`config.mk`:
```
export PLATFORM = sky130hd
export DESIGN_NAME = instr_fetch_flat
export DESIGN_NICKNAME = d
export VERILOG_FILES = /design/src/rtl/cpu_pkg.sv /design/src/rtl/instr_fetch_if.sv /design/src/rtl/fetch_fifo.sv /design/src/rtl/instr_fetch.sv /design/src/flat_wrapper.sv
export SDC_FILE = /design/constraint.sdc
export NUM_CORES = 1
export LEC_CHECK = 0
export ABC_CLOCK_PERIOD_IN_PS = 1870
export CAP_MARGIN = 30
export CORE_ASPECT_RATIO = 1.1
export CORE_MARGIN = 3
export CORE_UTILIZATION = 46
export CTS_CLUSTER_SIZE = 8
export DETAILED_ROUTE_END_ITERATION = 8
export PLACE_DENSITY = 0.86
export SKIP_CTS_REPAIR_TIMING = 1
export SLEW_MARGIN = 15
export SYNTH_ARGS = -nofsm -noshare
export SYNTH_HDL_FRONTEND = slang
export SYNTH_SLANG_ARGS = --single-unit
export TNS_END_PERCENT = 5
```
`constraint.sdc`:
```
create_clock -name CLK -period 1.87 [get_ports CLK]
set_input_delay 0.561 -clock CLK [delete_from_list [all_inputs] [get_ports CLK]]
set_output_delay 0.561 -clock CLK [all_outputs]
set_load 0.005 [all_outputs]
```
`src/rtl/cpu_pkg.sv`:
```
// Shared definitions for the instruction fetch front end.
// Holds the address and instruction widths, the fetch state encoding and the
// packed layout of one prefetch buffer entry. No ports; imported by the
// fetch unit, its buffer and its decoder-side interface.
package cpu_pkg;

    localparam int ADDR_W  = 16;
    localparam int INSTR_W = 32;

    // RUN: fetching normally; STALL: buffer full and nothing leaving;
    // HALTED: fetching suppressed by the halt input.
    typedef enum logic [1:0] {
        RUN    = 2'd0,
        STALL  = 2'd1,
        HALTED = 2'd2
    } fetch_state_e;

    // One buffered fetch: the instruction word and the address it came from.
    typedef struct packed {
        logic [INSTR_W-1:0] data;
        logic [ADDR_W-1:0]  pc;
    } fetch_entry_t;

endpackage

```
`src/rtl/instr_fetch_if.sv`:
```
// Decoder-side handshake of the instruction fetch unit.
// Signals:
//   instr_valid  fetch -> decoder  buffer head holds an instruction
//   instr_ready  decoder -> fetch  decoder takes the head this cycle
//   instr_data   fetch -> decoder  head instruction word
//   instr_pc     fetch -> decoder  address the head word was fetched from
// Modports: master (fetch unit side), slave (decoder side).
interface instr_fetch_if;
    import cpu_pkg::*;

    logic               instr_valid;
    logic               instr_ready;
    logic [INSTR_W-1:0] instr_data;
    logic [ADDR_W-1:0]  instr_pc;

    modport master (
        output instr_valid,
        output instr_data,
        output instr_pc,
        input  instr_ready
    );

    modport slave (
        input  instr_valid,
        input  instr_data,
        input  instr_pc,
        output instr_ready
    );

endinterface

```
`src/rtl/fetch_fifo.sv`:
```
// Prefetch buffer: synchronous FIFO of DEPTH entries, WIDTH bits each.
// Ports:
//   CLK, RST_N   clock (rising edge) and asynchronous active-low reset
//   push_i       write wdata_i at the tail (taken when not full or popping)
//   pop_i        drop the head entry (taken when not empty)
//   flush_i      empty the buffer; wins over push and pop
//   wdata_i      entry to write
//   rdata_o      head entry, straight from storage registers
//   full_o       DEPTH entries held
//   empty_o      no entries held
module fetch_fifo
    import cpu_pkg::*;
#(
    parameter int DEPTH = 2,
    parameter int WIDTH = INSTR_W + ADDR_W
) (
    input  logic             CLK,
    input  logic             RST_N,
    input  logic             push_i,
    input  logic             pop_i,
    input  logic             flush_i,
    input  logic [WIDTH-1:0] wdata_i,
    output logic [WIDTH-1:0] rdata_o,
    output logic             full_o,
    output logic             empty_o
);

    localparam int PTR_W = $clog2(DEPTH);
    localparam int CNT_W = PTR_W + 1;

    logic [WIDTH-1:0] mem_q [DEPTH];
    logic [PTR_W-1:0] wrPtr_q;
    logic [PTR_W-1:0] rdPtr_q;
    logic [CNT_W-1:0] count_q;
    logic             pushOk;
    logic             popOk;

    // A push into a full buffer is only legal when the head leaves in the
    // same cycle; when full the tail slot is the head slot, so the write and
    // the read of that slot never collide within one cycle.
    assign popOk   = pop_i && !empty_o;
    assign pushOk  = push_i && (!full_o || popOk);
    assign full_o  = (count_q == CNT_W'(DEPTH));
    assign empty_o = (count_q == '0);
    assign rdata_o = mem_q[rdPtr_q];

    // Storage and pointers. Storage is cleared on reset so the head reads as
    // all zeros until the first word arrives; a flush only rewinds pointers.
    always_ff @(posedge CLK or negedge RST_N) begin
        if (!RST_N) begin
            for (int i = 0; i < DEPTH; i++) begin
                mem_q[i] <= '0;
            end
            wrPtr_q <= '0;
            rdPtr_q <= '0;
            count_q <= '0;
        end else if (flush_i) begin
            wrPtr_q <= '0;
            rdPtr_q <= '0;
            count_q <= '0;
        end else begin
            if (pushOk) begin
                mem_q[wrPtr_q] <= wdata_i;
                wrPtr_q        <= wrPtr_q + PTR_W'(1);
            end
            if (popOk) begin
                rdPtr_q <= rdPtr_q + PTR_W'(1);
            end
            if (pushOk && !popOk) begin
                count_q <= count_q + CNT_W'(1);
            end else if (popOk && !pushOk) begin
                count_q <= count_q - CNT_W'(1);
            end
        end
    end

endmodule

```
`src/rtl/instr_fetch.sv`:
```
// Instruction fetch unit: walks a 16-bit PC through a combinational program
// ROM and queues {word, pc} pairs in a small prefetch buffer for the decoder.
// Ports:
//   CLK, RST_N    clock (rising edge) and asynchronous active-low reset
//   rom_addr      word address to the ROM (the fetch PC register)
//   rom_data      ROM word for rom_addr, same cycle
//   halt          level; stops new fetches, buffered words still drain
//   redirect      one-cycle pulse: flush buffer and jump to redirect_pc
//   redirect_pc   jump target, sampled with redirect
//   fetchIf       decoder handshake (instr_valid/ready/data/pc)
//   stall_cnt     only with INSTR_FETCH_PERF_EN: saturating count of cycles
//                 with nothing to offer while not halted
// Build option: define INSTR_FETCH_PERF_EN to add the stall_cnt port.
module instr_fetch
    import cpu_pkg::*;
#(
    parameter logic [ADDR_W-1:0] RESET_PC = 16'h0000,
    parameter int                DEPTH    = 2
) (
    input  logic               CLK,
    input  logic               RST_N,
    output logic [ADDR_W-1:0]  rom_addr,
    input  logic [INSTR_W-1:0] rom_data,
    input  logic               halt,
    input  logic               redirect,
    input  logic [ADDR_W-1:0]  redirect_pc,
    instr_fetch_if.master      fetchIf
`ifdef INSTR_FETCH_PERF_EN
    ,
    output logic [15:0]        stall_cnt
`endif
);

    logic [ADDR_W-1:0] pc_q;
    logic [ADDR_W-1:0] pc_d;
    fetch_state_e      state_q;
    fetch_state_e      state_d;
    fetch_entry_t      pushEntry;
    fetch_entry_t      headEntry;
    logic              fifoFull;
    logic              fifoEmpty;
    logic              popEn;
    logic              pushEn;

    // The decoder only influences fetching through the "room in the buffer"
    // test; the ROM address itself always comes straight from a register.
    // A redirect cancels any pop in its cycle since the buffer is discarded.
    assign rom_addr            = pc_q;
    assign popEn               = !fifoEmpty && fetchIf.instr_ready && !redirect;
    assign pushEn              = !halt && !redirect && (!fifoFull || popEn);
    assign pushEntry.data      = rom_data;
    assign pushEntry.pc        = pc_q;
    assign fetchIf.instr_valid = !fifoEmpty;
    assign fetchIf.instr_data  = headEntry.data;
    assign fetchIf.instr_pc    = headEntry.pc;

    fetch_fifo #(
        .DEPTH (DEPTH),
        .WIDTH (INSTR_W + ADDR_W)
    ) u_fifo (
        .CLK     (CLK),
        .RST_N   (RST_N),
        .push_i  (pushEn),
        .pop_i   (popEn),
        .flush_i (redirect),
        .wdata_i (pushEntry),
        .rdata_o (headEntry),
        .full_o  (fifoFull),
        .empty_o (fifoEmpty)
    );

    // Next fetch address: a redirect jumps, a push advances (wrapping at the
    // top of the 16-bit space), otherwise the PC holds.
    always_comb begin
        pc_d = pc_q;
        if (redirect) begin
            pc_d = redirect_pc;
        end else if (pushEn) begin
            pc_d = pc_q + 16'd1;
        end
    end

    // Fetch state tracking. Redirect and halt override the normal
    // RUN/STALL flow; a redirect under halt lands in HALTED.
    always_comb begin
        state_d = state_q;
        if (redirect) begin
            state_d = halt ? HALTED : RUN;
        end else if (halt) begin
            state_d = HALTED;
        end else begin
            unique case (state_q)
                RUN:     if (fifoFull && !popEn) state_d = STALL;
                STALL:   if (popEn) state_d = RUN;
                HALTED:  state_d = RUN;
                default: state_d = RUN;
            endcase
        end
    end

    // PC and state registers.
    always_ff @(posedge CLK or negedge RST_N) begin
        if (!RST_N) begin
            pc_q    <= RESET_PC;
            state_q <= RUN;
        end else begin
            pc_q    <= pc_d;
            state_q <= state_d;
        end
    end

`ifdef INSTR_FETCH_PERF_EN
    logic [15:0] stallCnt_q;
    logic [15:0] stallCnt_d;

    // Counts cycles where the decoder is starved without a halt to blame;
    // sticks at all-ones and restarts from zero on every redirect.
    always_comb begin
        stallCnt_d = stallCnt_q;
        if (redirect) begin
            stallCnt_d = '0;
        end else if (fifoEmpty && !halt && (stallCnt_q != 16'hFFFF)) begin
            stallCnt_d = stallCnt_q + 16'd1;
        end
    end

    // Performance counter register.
    always_ff @(posedge CLK or negedge RST_N) begin
        if (!RST_N) begin
            stallCnt_q <= '0;
        end else begin
            stallCnt_q <= stallCnt_d;
        end
    end

    assign stall_cnt = stallCnt_q;
`else
    // No performance counter in this build.
`endif

endmodule

```
`src/flat_wrapper.sv`:
```
// flat-port wrapper written by rule: the top's interface ports become plain ports
module instr_fetch_flat import cpu_pkg::*;
#(
    parameter logic [ADDR_W-1:0] RESET_PC = 16'h0000,
    parameter int                DEPTH    = 2
)
  (CLK, RST_N, rom_addr, rom_data, halt, redirect, redirect_pc, fetchIf_instr_valid, fetchIf_instr_data, fetchIf_instr_pc, fetchIf_instr_ready);
  instr_fetch_if fetchIf_i ();
  input  logic CLK;
  input  logic RST_N;
  output logic [ADDR_W-1:0] rom_addr;
  input  logic [INSTR_W-1:0] rom_data;
  input  logic halt;
  input  logic redirect;
  input  logic [ADDR_W-1:0] redirect_pc;
  output wire logic [$bits(fetchIf_i.instr_valid)-1:0] fetchIf_instr_valid;
  output wire logic [$bits(fetchIf_i.instr_data)-1:0] fetchIf_instr_data;
  output wire logic [$bits(fetchIf_i.instr_pc)-1:0] fetchIf_instr_pc;
  input wire logic [$bits(fetchIf_i.instr_ready)-1:0] fetchIf_instr_ready;
  assign fetchIf_instr_valid = fetchIf_i.instr_valid;
  assign fetchIf_instr_data = fetchIf_i.instr_data;
  assign fetchIf_instr_pc = fetchIf_i.instr_pc;
  assign fetchIf_i.instr_ready = fetchIf_instr_ready;
  instr_fetch #(.RESET_PC(RESET_PC), .DEPTH(DEPTH)) u_core (.CLK(CLK), .RST_N(RST_N), .rom_addr(rom_addr), .rom_data(rom_data), .halt(halt), .redirect(redirect), .redirect_pc(redirect_pc), .fetchIf(fetchIf_i));
endmodule
```
==> results of run 1 <==
power by group through the flow:
stage	sequential, mW	clock [mW]	combinational (mW)
after global routing	3.61	3.22	2.20
after global placement	3.48	0	2.06
after floorplan	3.41	0	1.08
after CTS	3.50	3.09	2.14
after detailed placement	3.53	0	2.12
final	3.53	3.04	2.03
layout by cell type, fill, tap and decap left out, types with 4 or more instances in the layout:
cell             instances
a31oi_1                  4
clkbuf_8                 5
clkbuf_2                13
o21ai_0                 15
nand2_1                 19
buf_4                   16
dfrtp_2                 13
clkdlybuf4s50_1         56
clkbuf_16               17
mux2_4                  14
dlymetal6s2s_1          47
buf_12                   9
nor2_1                  10
mux2_2                 129
nand3_1                  4
inv_1                    4
nor3_1                   5
nand4_1                  5
dfrtp_1                103
clkbuf_1                 5
nor4_1                   5
xnor2_1                 11
cells in the mapped netlist, types with 3 or more instances:
cell      instances  share of area
xnor2_1          11          0.018
mux2i_1           3         0.0057
mux2_2          143           0.31
nor2b_1           3         0.0036
nor2_1           10         0.0071
nor4_1            7         0.0083
buf_2             7         0.0066
a31oi_1           4         0.0047
nand3_1           4         0.0038
buf_4             3         0.0043
nor3_1            5         0.0047
dfrtp_1         116           0.55
buf_1             4         0.0028
clkbuf_1          5         0.0036
inv_1             4         0.0028
nand4_1           5         0.0059
o21ai_0          15          0.014
nand2_1          19          0.014
critical path: stages, from the launching register on:
cell             delay [ns]
dfrtp_2                0.41
buf_12                 0.21
mux2_2                 0.38
clkdlybuf4s50_1        0.45
layer usage:
layer	wire length, um	track usage	up-vias
met5	0	0	-
met4	218	0.0568	0
met3	617	0.0486	19
met2	6870	0.375	109
met1	4990	0.246	1892
li1	-	-	1666
flip-flops by register name, indices dropped and copies added, names as in the netlist:
signal / count
u_core.u_fifo.mem_q: 96
u_core.rom_addr: 16
u_core.u_fifo.count_q: 2
u_core.u_fifo.rdPtr_q: 1
u_core.u_fifo.wrPtr_q: 1
final timing paths:
path / startpoint / endpoint / slack (ns) / cells past startpoint
worst max-delay path: u_core.u_fifo.rdPtr_q / fetchIf_instr_pc[5] / -0.54 / 3
worst min-delay path: RST_N / u_core.rom_addr[5] / 0.10 / 1
worst max register to register: u_core.u_fifo.count_q[0] / u_core.rom_addr[15] / 0.17 / 6
worst min register to register: u_core.u_fifo.mem_q[81] / u_core.u_fifo.mem_q[81] / 0.50 / 1
max in group asynchronous: RST_N / u_core.rom_addr[0] / 1.22 / 2
min in group CLK: u_core.u_fifo.mem_q[81] / u_core.u_fifo.mem_q[81] / 0.50 / 1
final cells by class:
class	instances	area [um^2]	area share
Clock buffer	27	513	0.0683
Clock inverter	4	45.0	0.00600
Inverter	4	15.0	0.00200
Multi-Input combinational cell	247	2320	0.309
Sequential cell	116	2920	0.389
Tap cell	147	184	0.0245
Timing Repair Buffer	141	1510	0.202
cell families (layout without fill, tap and decap cells):
| kind of cell | Yosys count | in the layout | synth area share |
|---|---|---|---|
| XOR/XNOR | 12 | 12 | 0.0199 |
| multiplexers | 147 | 147 | 0.313 |
| adder cells (fa/ha/maj) | 1 | 1 | 0.00237 |
| buffers and inverters | 25 | 176 | 0.0245 |
| AO/OA/AOI/OAI | 24 | 24 | 0.0264 |
| flip-flops | 116 | 116 | 0.551 |
| AND/OR/NAND/NOR | 63 | 63 | 0.0627 |
per-stage QoR:
stage	area [um^2]	power, mW	cells	TNS (ns)	worst slack, ns
final	7510	8.59	686	-11.23	-0.543
after global routing	7510	9.02	686	-14.24	-0.598
after CTS	7380	8.74	686	-28.53	-0.557
after detailed placement	6820	5.65	655	-48.43	-0.522
after global placement	6820	5.53	655	-44.85	-0.419
after floorplan	5280	4.50	388	-0.0230	-0.00230
==> out/qor.csv, run 1 <==
metric;value;unit
clock latency on the worst-skew pair;0.41;ns
Nets;581;
number of synthesized register bits;116;
Finished Core Util;0.679;
power per cell area;1140;nW/um^2
filler cell count;791;
drt first-iter violations;199;
# rows;40;
layout cells sized above 1;0.423;
vias in the first global route;4068;
detailed placement HPWL;8370;um
pin count of the biggest net entering global routing;33;
DIE AREA;12800;um^2
max cap viols;0;
Max FO, Critical Path;26;
TritonCTS buffer count;17;
CTS sink cnt;116;
clock share of power;0.354;
commonest register cell after synthesis;dfrtp_1;
global-route wire length before repair;20800;um
CTS tree;yes;
Final Max Tran Viols;0;
drt wl/cell;18.5;um
fin crit share;1.29;
syn_nets;442;
vias per cell;5.37;
VDD IR max;0.633;mV
Post-Syn Area;5270;um^2
FMAX;415;MHz
Sw Share;0.245;
vias after detailed routing;3686;
Synth-to-Final Area Change;42.5;%
Root Buffer Master;clkbuf_16;
clock slew at reported path FFs;0.05;ns
Async S/R FF share, synth;1.00;
Placeable Area;11100;um^2
Int Power;6.49;mW
CP arrival;1.85;ns
number of synthesized flops with an enable pin;0;
Comb pwr share;0.236;
count of different cell masters after synthesis;35;
global route overflow;0;
Seq/Total Area, Yosys;0.551;
final hold vios;0;
class of the most critical setup path;register to primary output;
Mapped Cells;388;
Worst slew margin;0.682;
crit end category;primary output;
P_sw;2.11;mW
Tightest Pin Transition;0.471;ns
DRT antenna net count;0;
number of setup violations in the final report;48;
RD Place Congestion;0.791;
width of the die;108;um
IO Port Bufs;117;
Max Clock Skew;0.00903;ns
P_leak;3.52;nW
min Tclk post-route;2.41;ns
failing checks;setup timing;
I/O pins;118;
Starting Density;0.476;
Fin Hold WS;0.103;ns
Flop pwr share;0.410;
initial antenna violation count;0;
Routed WL;12700;um
status;finished, violations left;
Max H-tree Level;4;
Ys Warns;0;
CP required;1.31;ns
crit path launch type;register;
HP Class;primary input to asynchronous set/reset pin;
Max Buffers Root-to-Sink;2;
detailed-route DRC error count;0;
DRT Pass-1 Iters;4;
Diodes inserted;0;
Total GRT Usage;0.208;
fin worst setup slack;-0.543;ns
Mean Syn Cell Area;13.6;um^2
die height;118;um
RSZ-0062 raised after global routing;true;
No activity file was read; power rests on OpenSTA's default activity.
==> run 2: changes to the inputs <==
--- a/config.mk
+++ b/config.mk
@@ -14,6 +14,7 @@
 export DETAILED_ROUTE_END_ITERATION = 8
 export PLACE_DENSITY = 0.86
 export SKIP_CTS_REPAIR_TIMING = 1
+export SKIP_LAST_GASP = 1
 export SLEW_MARGIN = 15
 export SYNTH_ARGS = -nofsm -noshare
 export SYNTH_HDL_FRONTEND = slang
==> run 2 against run 1 <==
  * The run still ends with setup timing left
  * Combinational power is 4% higher
  * Critical path depth stayed put
  * Worst hold slack better by 0.0063 ns
  * Clock skew is 0.00098 ns lower
  * Largest cell class unchanged
  * Sequential cell count stayed put
  * First-iteration DRC count is 24% lower
  * Clock-buffer cell count stayed put
  * Non-clock buffer count stayed put
  * Via count is 0.84% lower
  * Highest routed layer unchanged
  * Final area is 1.8% lower
==> out/qor.csv, run 2 (same netlist as run 1, synthesis figures left out) <==
metric;value;unit;change
vias after detailed routing;3655;;-0.84%
FF-to-FF Start;u_core.rom_addr[6];;
# rows;40;;unchanged
drt wl/cell;18.0;um;-2.7%
crit end category;primary output;;
crit path launch type;register;;
DIE AREA;12800;um^2;unchanged
Placeable Area;11100;um^2;unchanged
commonest non-fill, non-tap cell in the layout;mux2_2;;
Total GRT Usage;0.208;;unchanged
DP Area;6820;um^2;unchanged
RD Place Congestion;0.791;;unchanged
detailed-route DRC error count;0;;unchanged
post-route cell area;7380;um^2;-1.8%
Buf+Inv Stages, Crit Path;2;;unchanged
Worst slew margin;0.685;;+0.00358
Largest register FFs;96;;unchanged
vias per cell;5.33;;-0.84%
Root Buffer Master;clkbuf_16;;
final cell count without fillers;686;;unchanged
fin worst setup slack;-0.535;ns;+0.00737 ns
most flop-heavy register;u_core.u_fifo.mem_q;;
min Tclk post-route;2.41;ns;-0.00737 ns
dpl cells;655;;unchanged
CTS sink cnt;116;;unchanged
TritonCTS buffer count;17;;unchanged
Max stage delay on crit path;0.45;ns;about the same
pin count of the biggest net entering global routing;33;;unchanged
vias in the first global route;4068;;unchanged
HP Class;primary input to asynchronous set/reset pin;;
Routed WL;12300;um;-2.7%
initial antenna violation count;0;;unchanged
class of the most critical setup path;register to primary output;;
Final TNS setup;-27.57;ns;-16.34 ns
CP arrival;1.84;ns;about the same
CP required;1.31;ns;about the same
CP cell instances;buf_12 > mux2_2 > clkdlybuf4s50_1;;
reg2reg setup slack;0.08;ns;-0.09 ns
IO Port Bufs;117;;unchanged
number of setup violations in the final report;111;;+130%
clock slew at reported path FFs;0.05;ns;about the same
VDD IR max;0.640;mV;+1.1%
Slowest cell on crit path;clkdlybuf4s50_1;;
Max FO, Critical Path;26;;unchanged
width of the die;108;um;unchanged
Starting Density;0.476;;unchanged
I/O pins;118;;unchanged
Nets;581;;unchanged
Worst Reg-to-Reg Cells;4;;-2
Reg-to-Reg End;u_core.rom_addr[11];;
final hold vios;0;;unchanged
global route overflow;0;;unchanged
Max Buffers Root-to-Sink;2;;unchanged
multi-input logic area;2250;um^2;-2.8%
filler cell count;829;;+4.8%
DRT Pass-1 Iters;5;;+1
DRT antenna net count;0;;unchanged
P_leak;3.01;nW;-14%
detailed placement HPWL;8370;um;unchanged
Max H-tree Level;4;;unchanged
fin crit share;1.29;;-0.00394
RSZ-0062 raised after global routing;true;;
clock latency on the worst-skew pair;0.40;ns;about the same
Synth-to-Final Area Change;40.0;%;
layout cells sized above 1;0.375;;-0.0482
Max Clock Skew;0.00804;ns;-0.000984 ns
global-route wire length before repair;20800;um;unchanged
most frequent cells in the layout;mux2_2, clkdlybuf4s50_1, dfrtp_1;;
die height;118;um;unchanged
FMAX;416;MHz;+0.31%
Diodes inserted;0;;unchanged
failing checks;setup timing;;
drt first-iter violations;152;;-24%
Finished Core Util;0.667;;-0.0120
Fin Hold WS;0.109;ns;+0.00627 ns
max cap viols;0;;unchanged
status;finished, violations left;;
Final Max Tran Viols;0;;unchanged
power per cell area;1170;nW/um^2;+2.6%
Tightest Pin Transition;0.468;ns;-0.00305 ns
CTS tree;yes;;
Top delay family on crit path;buffers and inverters;;
register area;2900;um^2;-0.51%
==> run 2: cell types whose count changed in the layout (fill, tap and decap cells not counted), moves of 12 or more <==
cell             before  now
clkbuf_2             13    0
clkdlybuf4s50_1      56  116
dfrtp_1             103  115
dfrtp_2              13    1
dlymetal6s2s_1       47    0
mux2_2              129  143
mux2_4               14    0
==> run 2: where the power goes <==
part / internal (mW) / leakage [nW] / switching [mW]
Clock: 1.99 / 0.277 / 1.05
Combinational: 1.43 / 1.35 / 0.676
Sequential: 3.14 / 1.39 / 0.359
Total: 6.57 / 3.01 / 2.09
==> run 2: per-layer routing <==
layer	vias to the layer above	global-route usage	routed length (um)	share of wire
met5	-	0	0	0
met4	0	0.0568	115	0.0093
met3	10	0.0486	492	0.040
met2	89	0.375	6700	0.54
met1	1886	0.246	5040	0.41
li1	1670	-	-	-
==> run 2: how the worst max path moves through the flow <==
stage,start,endpoint,cells after the start
final,u_core.u_fifo.rdPtr_q,fetchIf_instr_pc[5],3
after global routing,u_core.u_fifo.rdPtr_q,fetchIf_instr_pc[3],3
after CTS,u_core.u_fifo.rdPtr_q,fetchIf_instr_pc[5],3
after detailed placement,halt,u_core.rom_addr[11],5
after global placement,halt,u_core.u_fifo.mem_q[95],4
after floorplan,u_core.u_fifo.rdPtr_q,fetchIf_instr_data[12],3
==> run 2: metrics by stage <==
stage	setup slack (ns)	total power, mW
after floorplan	-0.00230	4.50
after global placement	-0.419	5.53
after detailed placement	-0.522	5.65
after CTS	-0.557	8.74
after global routing	-0.611	9.10
final	-0.535	8.66
==> run 2: area by class of cell <==
| class | count | area share |
|---|---|---|
| flip-flops and latches | 116 | 0.394 |
| multi-input cells | 247 | 0.306 |
| repair buffers | 141 | 0.198 |
| clock buffers | 27 | 0.0695 |
| well taps | 147 | 0.0249 |
| clock inverters | 4 | 0.00611 |
| inverters | 4 | 0.00204 |
